[src/rtl/song_reader_if.sv]
// Song sequencer bundle: player controls, ROM bus, note_player load.
// master = song_reader side, slave = environment side.
interface song_reader_if #(
  parameter int SONG_BITS = 2,
  parameter int IDX_BITS  = 5
);
  logic                          play;
  logic [SONG_BITS-1:0]          song;
  logic                          note_done;
  logic [SONG_BITS+IDX_BITS-1:0] rom_addr;
  logic [11:0]                   rom_data;
  logic [5:0]                    note_to_load;
  logic [5:0]                    duration_to_load;
  logic                          load_new_note;
  logic                          song_done;

  modport master (
    input  play, song, note_done, rom_data,
    output rom_addr, note_to_load, duration_to_load,
    output load_new_note, song_done
  );

  modport slave (
    output play, song, note_done, rom_data,
    input  rom_addr, note_to_load, duration_to_load,
    input  load_new_note, song_done
  );
endinterface

[src/rtl/song_reader.sv]
// song_reader: walks a song in a sync ROM and feeds note_player.
// Ports: clk, reset (async high), bus (song_reader_if.master):
//   play/song/note_done in, rom_addr/rom_data ROM bus,
//   note_to_load/duration_to_load/load_new_note out, song_done out.
// Option: define SONG_REPEAT_EN to loop the song at its end.
module song_reader #(
  parameter int SONG_BITS = 2,
  parameter int IDX_BITS  = 5
) (
  input  logic           clk,
  input  logic           reset,
  song_reader_if.master  bus
);

  typedef enum logic [2:0] {
    S_IDLE,
    S_FETCH,
    S_DECODE,
    S_LOAD,
    S_WAIT,
    S_DONE
  } state_t;

  localparam logic [IDX_BITS-1:0] LP_IDX_MAX = '1;

  state_t                r_state;
  logic [IDX_BITS-1:0]   r_idx;
  logic [SONG_BITS-1:0]  r_song_q;
  logic [5:0]            r_note;
  logic [5:0]            r_dur;
  logic                  r_load;
  logic                  r_done;

  logic w_pause;
  logic w_song_chg;
  logic w_end;

  assign w_pause    = !bus.play;
  assign w_song_chg = (bus.song != r_song_q);
  assign w_end      = (bus.rom_data[5:0] == 6'd0);

  // Address is a pure function of registered state.
  assign bus.rom_addr         = {r_song_q, r_idx};
  assign bus.note_to_load     = r_note;
  assign bus.duration_to_load = r_dur;
  assign bus.load_new_note    = r_load;
  assign bus.song_done        = r_done;

  always_ff @(posedge clk or posedge reset) begin
    if (reset) begin
      r_state  <= S_IDLE;
      r_idx    <= '0;
      r_song_q <= '0;
      r_note   <= '0;
      r_dur    <= '0;
      r_load   <= 1'b0;
      r_done   <= 1'b0;
    end else begin
      r_load <= 1'b0;
      case (r_state)
        S_IDLE: begin
          // idx kept: resume refetches the interrupted note
          if (bus.play) begin
            r_song_q <= bus.song;
            r_state  <= S_FETCH;
          end
        end
        S_DONE: begin
`ifdef SONG_REPEAT_EN
          r_done   <= 1'b0;
          r_idx    <= '0;
          r_song_q <= bus.song;
          r_state  <= bus.play ? S_FETCH : S_IDLE;
`else
          if (w_pause || w_song_chg) begin
            r_done  <= 1'b0;
            r_idx   <= '0;
            r_state <= S_IDLE;
          end
`endif
        end
        default: begin
          // pause beats song change beats note_done
          if (w_pause) begin
            r_state <= S_IDLE;
          end else if (w_song_chg) begin
            r_idx    <= '0;
            r_song_q <= bus.song;
            r_state  <= S_FETCH;
          end else begin
            case (r_state)
              S_FETCH: r_state <= S_DECODE;
              S_DECODE: begin
                if (w_end) begin
                  r_done  <= 1'b1;
                  r_state <= S_DONE;
                end else begin
                  r_note  <= bus.rom_data[11:6];
                  r_dur   <= bus.rom_data[5:0];
                  r_load  <= 1'b1;
                  r_state <= S_LOAD;
                end
              end
              S_LOAD: r_state <= S_WAIT;
              S_WAIT: begin
                if (bus.note_done) begin
                  if (r_idx == LP_IDX_MAX) begin
                    r_done  <= 1'b1;
                    r_state <= S_DONE;
                  end else begin
                    r_idx   <= r_idx + 1'b1;
                    r_state <= S_FETCH;
                  end
                end
              end
              default: r_state <= S_IDLE;
            endcase
          end
        end
      endcase
    end
  end

endmodule

[src/flat_wrapper.sv]
// flat-port wrapper written by rule: the top's interface ports become plain ports
module song_reader_flat 
#(
  parameter int SONG_BITS = 2,
  parameter int IDX_BITS  = 5
)
  (clk, reset, bus_play, bus_song, bus_note_done, bus_rom_data, bus_rom_addr, bus_note_to_load, bus_duration_to_load, bus_load_new_note, bus_song_done);
  song_reader_if #(.SONG_BITS(SONG_BITS), .IDX_BITS(IDX_BITS)) bus_i ();
  input  logic clk;
  input  logic reset;
  input wire logic [$bits(bus_i.play)-1:0] bus_play;
  input wire logic [$bits(bus_i.song)-1:0] bus_song;
  input wire logic [$bits(bus_i.note_done)-1:0] bus_note_done;
  input wire logic [$bits(bus_i.rom_data)-1:0] bus_rom_data;
  output wire logic [$bits(bus_i.rom_addr)-1:0] bus_rom_addr;
  output wire logic [$bits(bus_i.note_to_load)-1:0] bus_note_to_load;
  output wire logic [$bits(bus_i.duration_to_load)-1:0] bus_duration_to_load;
  output wire logic [$bits(bus_i.load_new_note)-1:0] bus_load_new_note;
  output wire logic [$bits(bus_i.song_done)-1:0] bus_song_done;
  assign bus_i.play = bus_play;
  assign bus_i.song = bus_song;
  assign bus_i.note_done = bus_note_done;
  assign bus_i.rom_data = bus_rom_data;
  assign bus_rom_addr = bus_i.rom_addr;
  assign bus_note_to_load = bus_i.note_to_load;
  assign bus_duration_to_load = bus_i.duration_to_load;
  assign bus_load_new_note = bus_i.load_new_note;
  assign bus_song_done = bus_i.song_done;
  song_reader #(.SONG_BITS(SONG_BITS), .IDX_BITS(IDX_BITS)) u_core (.clk(clk), .reset(reset), .bus(bus_i));
endmodule
[config.mk]
export PLATFORM = sky130hd
export DESIGN_NAME = song_reader_flat
export DESIGN_NICKNAME = d
export VERILOG_FILES = /design/src/rtl/song_reader_if.sv /design/src/rtl/song_reader.sv /design/src/flat_wrapper.sv
export SDC_FILE = /design/constraint.sdc
export NUM_CORES = 1
export LEC_CHECK = 0
export CAP_MARGIN = 0
export CORE_MARGIN = 4
export CORE_UTILIZATION = 35
export DETAILED_ROUTE_END_ITERATION = 7
export GPL_TIMING_DRIVEN = 1
export PLACE_DENSITY = 0.69
export SYNTH_ARGS = -nofsm -noshare
export SYNTH_HDL_FRONTEND = slang
export SYNTH_SLANG_ARGS = --single-unit
[constraint.sdc]
create_clock -name clk -period 1.85 [get_ports clk]
set_clock_uncertainty 0.2 [all_clocks]
set_input_delay 0.37 -clock clk [delete_from_list [all_inputs] [get_ports clk]]
set_output_delay 0.37 -clock clk [all_outputs]
set_load 0.1 [all_outputs]
==> run summary <==
Worst-Skew Late Latency - 0.31 ns
initial antenna violation count - 0
final WL - 2.993 mm
register area share after synthesis - 0.4995
Residual DRC - 0
PD cells - 827.9 nW/µm²
Die Width - 66.61 µm
H-tree lvl count - 1
Inst Count DP - 204
Final GP Congestion - 0.7568
Max FO, Critical Path - 5
overall power - 1840 µW
Syn. warnings - 0
Hold Path Class - input pin to async pin
TNS Setup - -0.7509 ns
hold bufs inserted after CTS - 0
Row Count - 21
Peak VDD IR - 0.3757 mV
n_diodes - 0
violated checks - negative setup slack
synthesis-stage register bit count - 24
final net count - 186
clock-pin slew on the worst setup and hold paths - 0.13 ns
period utilization - 1.077
CTS max path bufs - 2
Post-Layout Cell Count - 211
dpl hpwl - 2.280 mm
vias per std cell - 4.815
post-synth cell types - 32
Req. time, crit path - 1.90 ns
CP Capture Type - flip-flop
initial core utilization - 0.3603
Sink Count - 24
CTS tree - built
largest net degree at the start of global routing - 25
Relative slew margins - 0.7355
First DRT Iteration DRCs - 37
Die H - 66.61 µm
status - finished, violations left
Pins Over Slew Limit - 0
crit-path max cell delay - 0.51 ns
Syn Area/Cell - 12.27 µm²
worst path cell trace - ha_4 -> and3_4 -> ha_4 -> nor4b_4 -> o311ai_2 -> nand3_2 -> mux2i_1
most frequent cells in the layout - buf_4, buf_12, dfrtp_1
Syn Nets - 118
Post-DP Area - 2091 µm²
RSZ-0062 raised after global routing - true
measured slew at the worst slew-check pin - 0.3967 ns
first-pass GRT wire length - 5.002 mm
synthesized area - 1202 µm²
Area Growth Syn to Fin - 84.81%
antenna viol nets, final - 0
Leak Pwr - 0.001017 µW
Setup Crit Path Kind - flip-flop to flip-flop
1st-pass router iterations - 4
die area - 4437 µm²
Remaining Overflow, GRT - 0
IO Count - 39
vias post-DR - 1016
All-Layer GR Usage - 0.1489
Mapped Cells - 98
Max-Cap Viols - 0
cell with the most instances on the worst path - ha_4
PortBufs - 38
final setup violation count - 14
Core ar. - 3337 µm²
commonest non-fill, non-tap cell in the layout - buf_4
vias in the first global route - 1096
R2R Setup Slk - -0.14 ns
final hold violations - 0
min Tclk post-route - 1.993 ns
worst setup margin - -0.1427 ns
Root Driver - clkbuf_4
ratio of cells with drive above 1 in the final layout - 0.5212
design area - 2222 µm²
Crit path arrival time - 2.04 ns
critical path startpoint category - flip-flop
wire per inst - 14.18 µm
Crit-path slowest cell - dfrtp_4
Num CTS Buffers - 3
FMAX - 0.5018 GHz
layer usage:
layer,vias up,wire length [µm],GRT usage
met5,-,0,0
met1,485,1227,0.1732
met2,40,1527,0.2686
li1,489,-,-
met3,2,227,0.03204
met4,0,12,0.04822
stage by stage:
| stage | util | hold slack, ns | setup slack, ns |
|---|---|---|---|
| floorplan | - | 0.1845 | -0.2594 |
| global placement | 0.6265 | 0.3353 | -0.4731 |
| detailed placement | 0.6265 | 0.3361 | -0.5827 |
| CTS | 0.6625 | 0.1898 | -0.1508 |
| global route | 0.6659 | 0.1930 | -0.2483 |
| finish | 0.6659 | 0.1891 | -0.1427 |
critical path: cells and delay by family, from the launching register on:
family / cells / cell delay (ns)
DFF: 1 / 0.51
and+or+nand+nor: 3 / 0.56
muxes: 1 / 0.19
AOI/OAI and AO/OA: 1 / 0.12
adders and majority gates: 2 / 0.34
cells in the mapped netlist:
library cell / instances / area [µm²]
dfrtp_1: 24 / 600.6
mux2_4: 9 / 135.1
inv_1: 7 / 26.28
mux2_2: 5 / 56.30
nand2_1: 5 / 18.77
a31oi_1: 4 / 25.02
mux2i_1: 4 / 40.04
nand2b_1: 4 / 25.02
nor2_1: 4 / 15.01
nand3_1: 3 / 15.01
and3_1: 2 / 12.51
buf_2: 2 / 10.01
ha_1: 2 / 25.02
o21ai_0: 2 / 10.01
o22a_1: 2 / 17.52
o31ai_1: 2 / 15.01
xor2_1: 2 / 17.52
a211oi_1: 1 / 7.510
a21oi_1: 1 / 5.000
a221oi_1: 1 / 8.760
and2_1: 1 / 6.260
buf_6: 1 / 11.26
nand4b_4: 1 / 23.77
nor2b_1: 1 / 6.260
nor3_1: 1 / 5.000
nor3_4: 1 / 16.27
nor3b_1: 1 / 7.510
nor4_1: 1 / 6.260
nor4b_1: 1 / 8.760
o21a_1: 1 / 7.510
o221ai_1: 1 / 8.760
o311ai_0: 1 / 8.760
state kept, by name, indices dropped and copies added, names as in the netlist:
signal                       cells
u_core.r_idx                     5
u_core.bus.load_new_note         1
u_core.r_state                   3
u_core.bus.note_to_load          6
u_core.bus.duration_to_load      6
u_core.bus.song_done             1
u_core.r_song_q                  2
worst paths after layout:
| kind | from | to | cells after the start |
|---|---|---|---|
| hold / removal | reset | u_core.bus.note_to_load[1] | 3 |
| setup / recovery | u_core.r_idx[1] | u_core.r_idx[4] | 7 |
| hold reg to reg | u_core.bus.duration_to_load[2] | u_core.bus.duration_to_load[2] | 1 |
| setup reg to reg | u_core.r_idx[1] | u_core.r_idx[4] | 7 |
| max in group asynchronous | reset | u_core.r_song_q[0] | 3 |
| min in group clk | bus_rom_data[2] | u_core.bus.duration_to_load[2] | 2 |
layout make-up:
class	count	area [µm²]
inverter	7	26.28
timing repair buffer	66	812.0
fill	238	1115
clock inverter	1	30.03
clock buffer	3	22.52
sequential	24	619.3
tap	46	57.56
multi-input combinational	64	654.4
power breakdown:
group	internal [µW]	total [µW]	switching (µW)
registers	579	642	63.4
clock network	219	376	157
logic	336	821	486
total	1130	1840	706
cell families (layout without fill, tap and decap cells):
group | count (synthesis) | after routing | synth area share
fa+ha+maj | 2 | 2 | 0.02081
mux | 18 | 18 | 0.1925
xor+xnor | 2 | 2 | 0.01457
buf+inv | 10 | 77 | 0.03955
simple gates | 26 | 26 | 0.1384
compound gates | 16 | 16 | 0.09469
flops | 24 | 24 | 0.4995
repair_timing:
action | 4_1_cts | 5_1_grt
pin swaps | 7 | 0
gates resized for setup | 14 | 2
setup endpoints to repair | 17 | 20
buffers inserted | 2 | 1
Power figures use the tool's default switching activity.
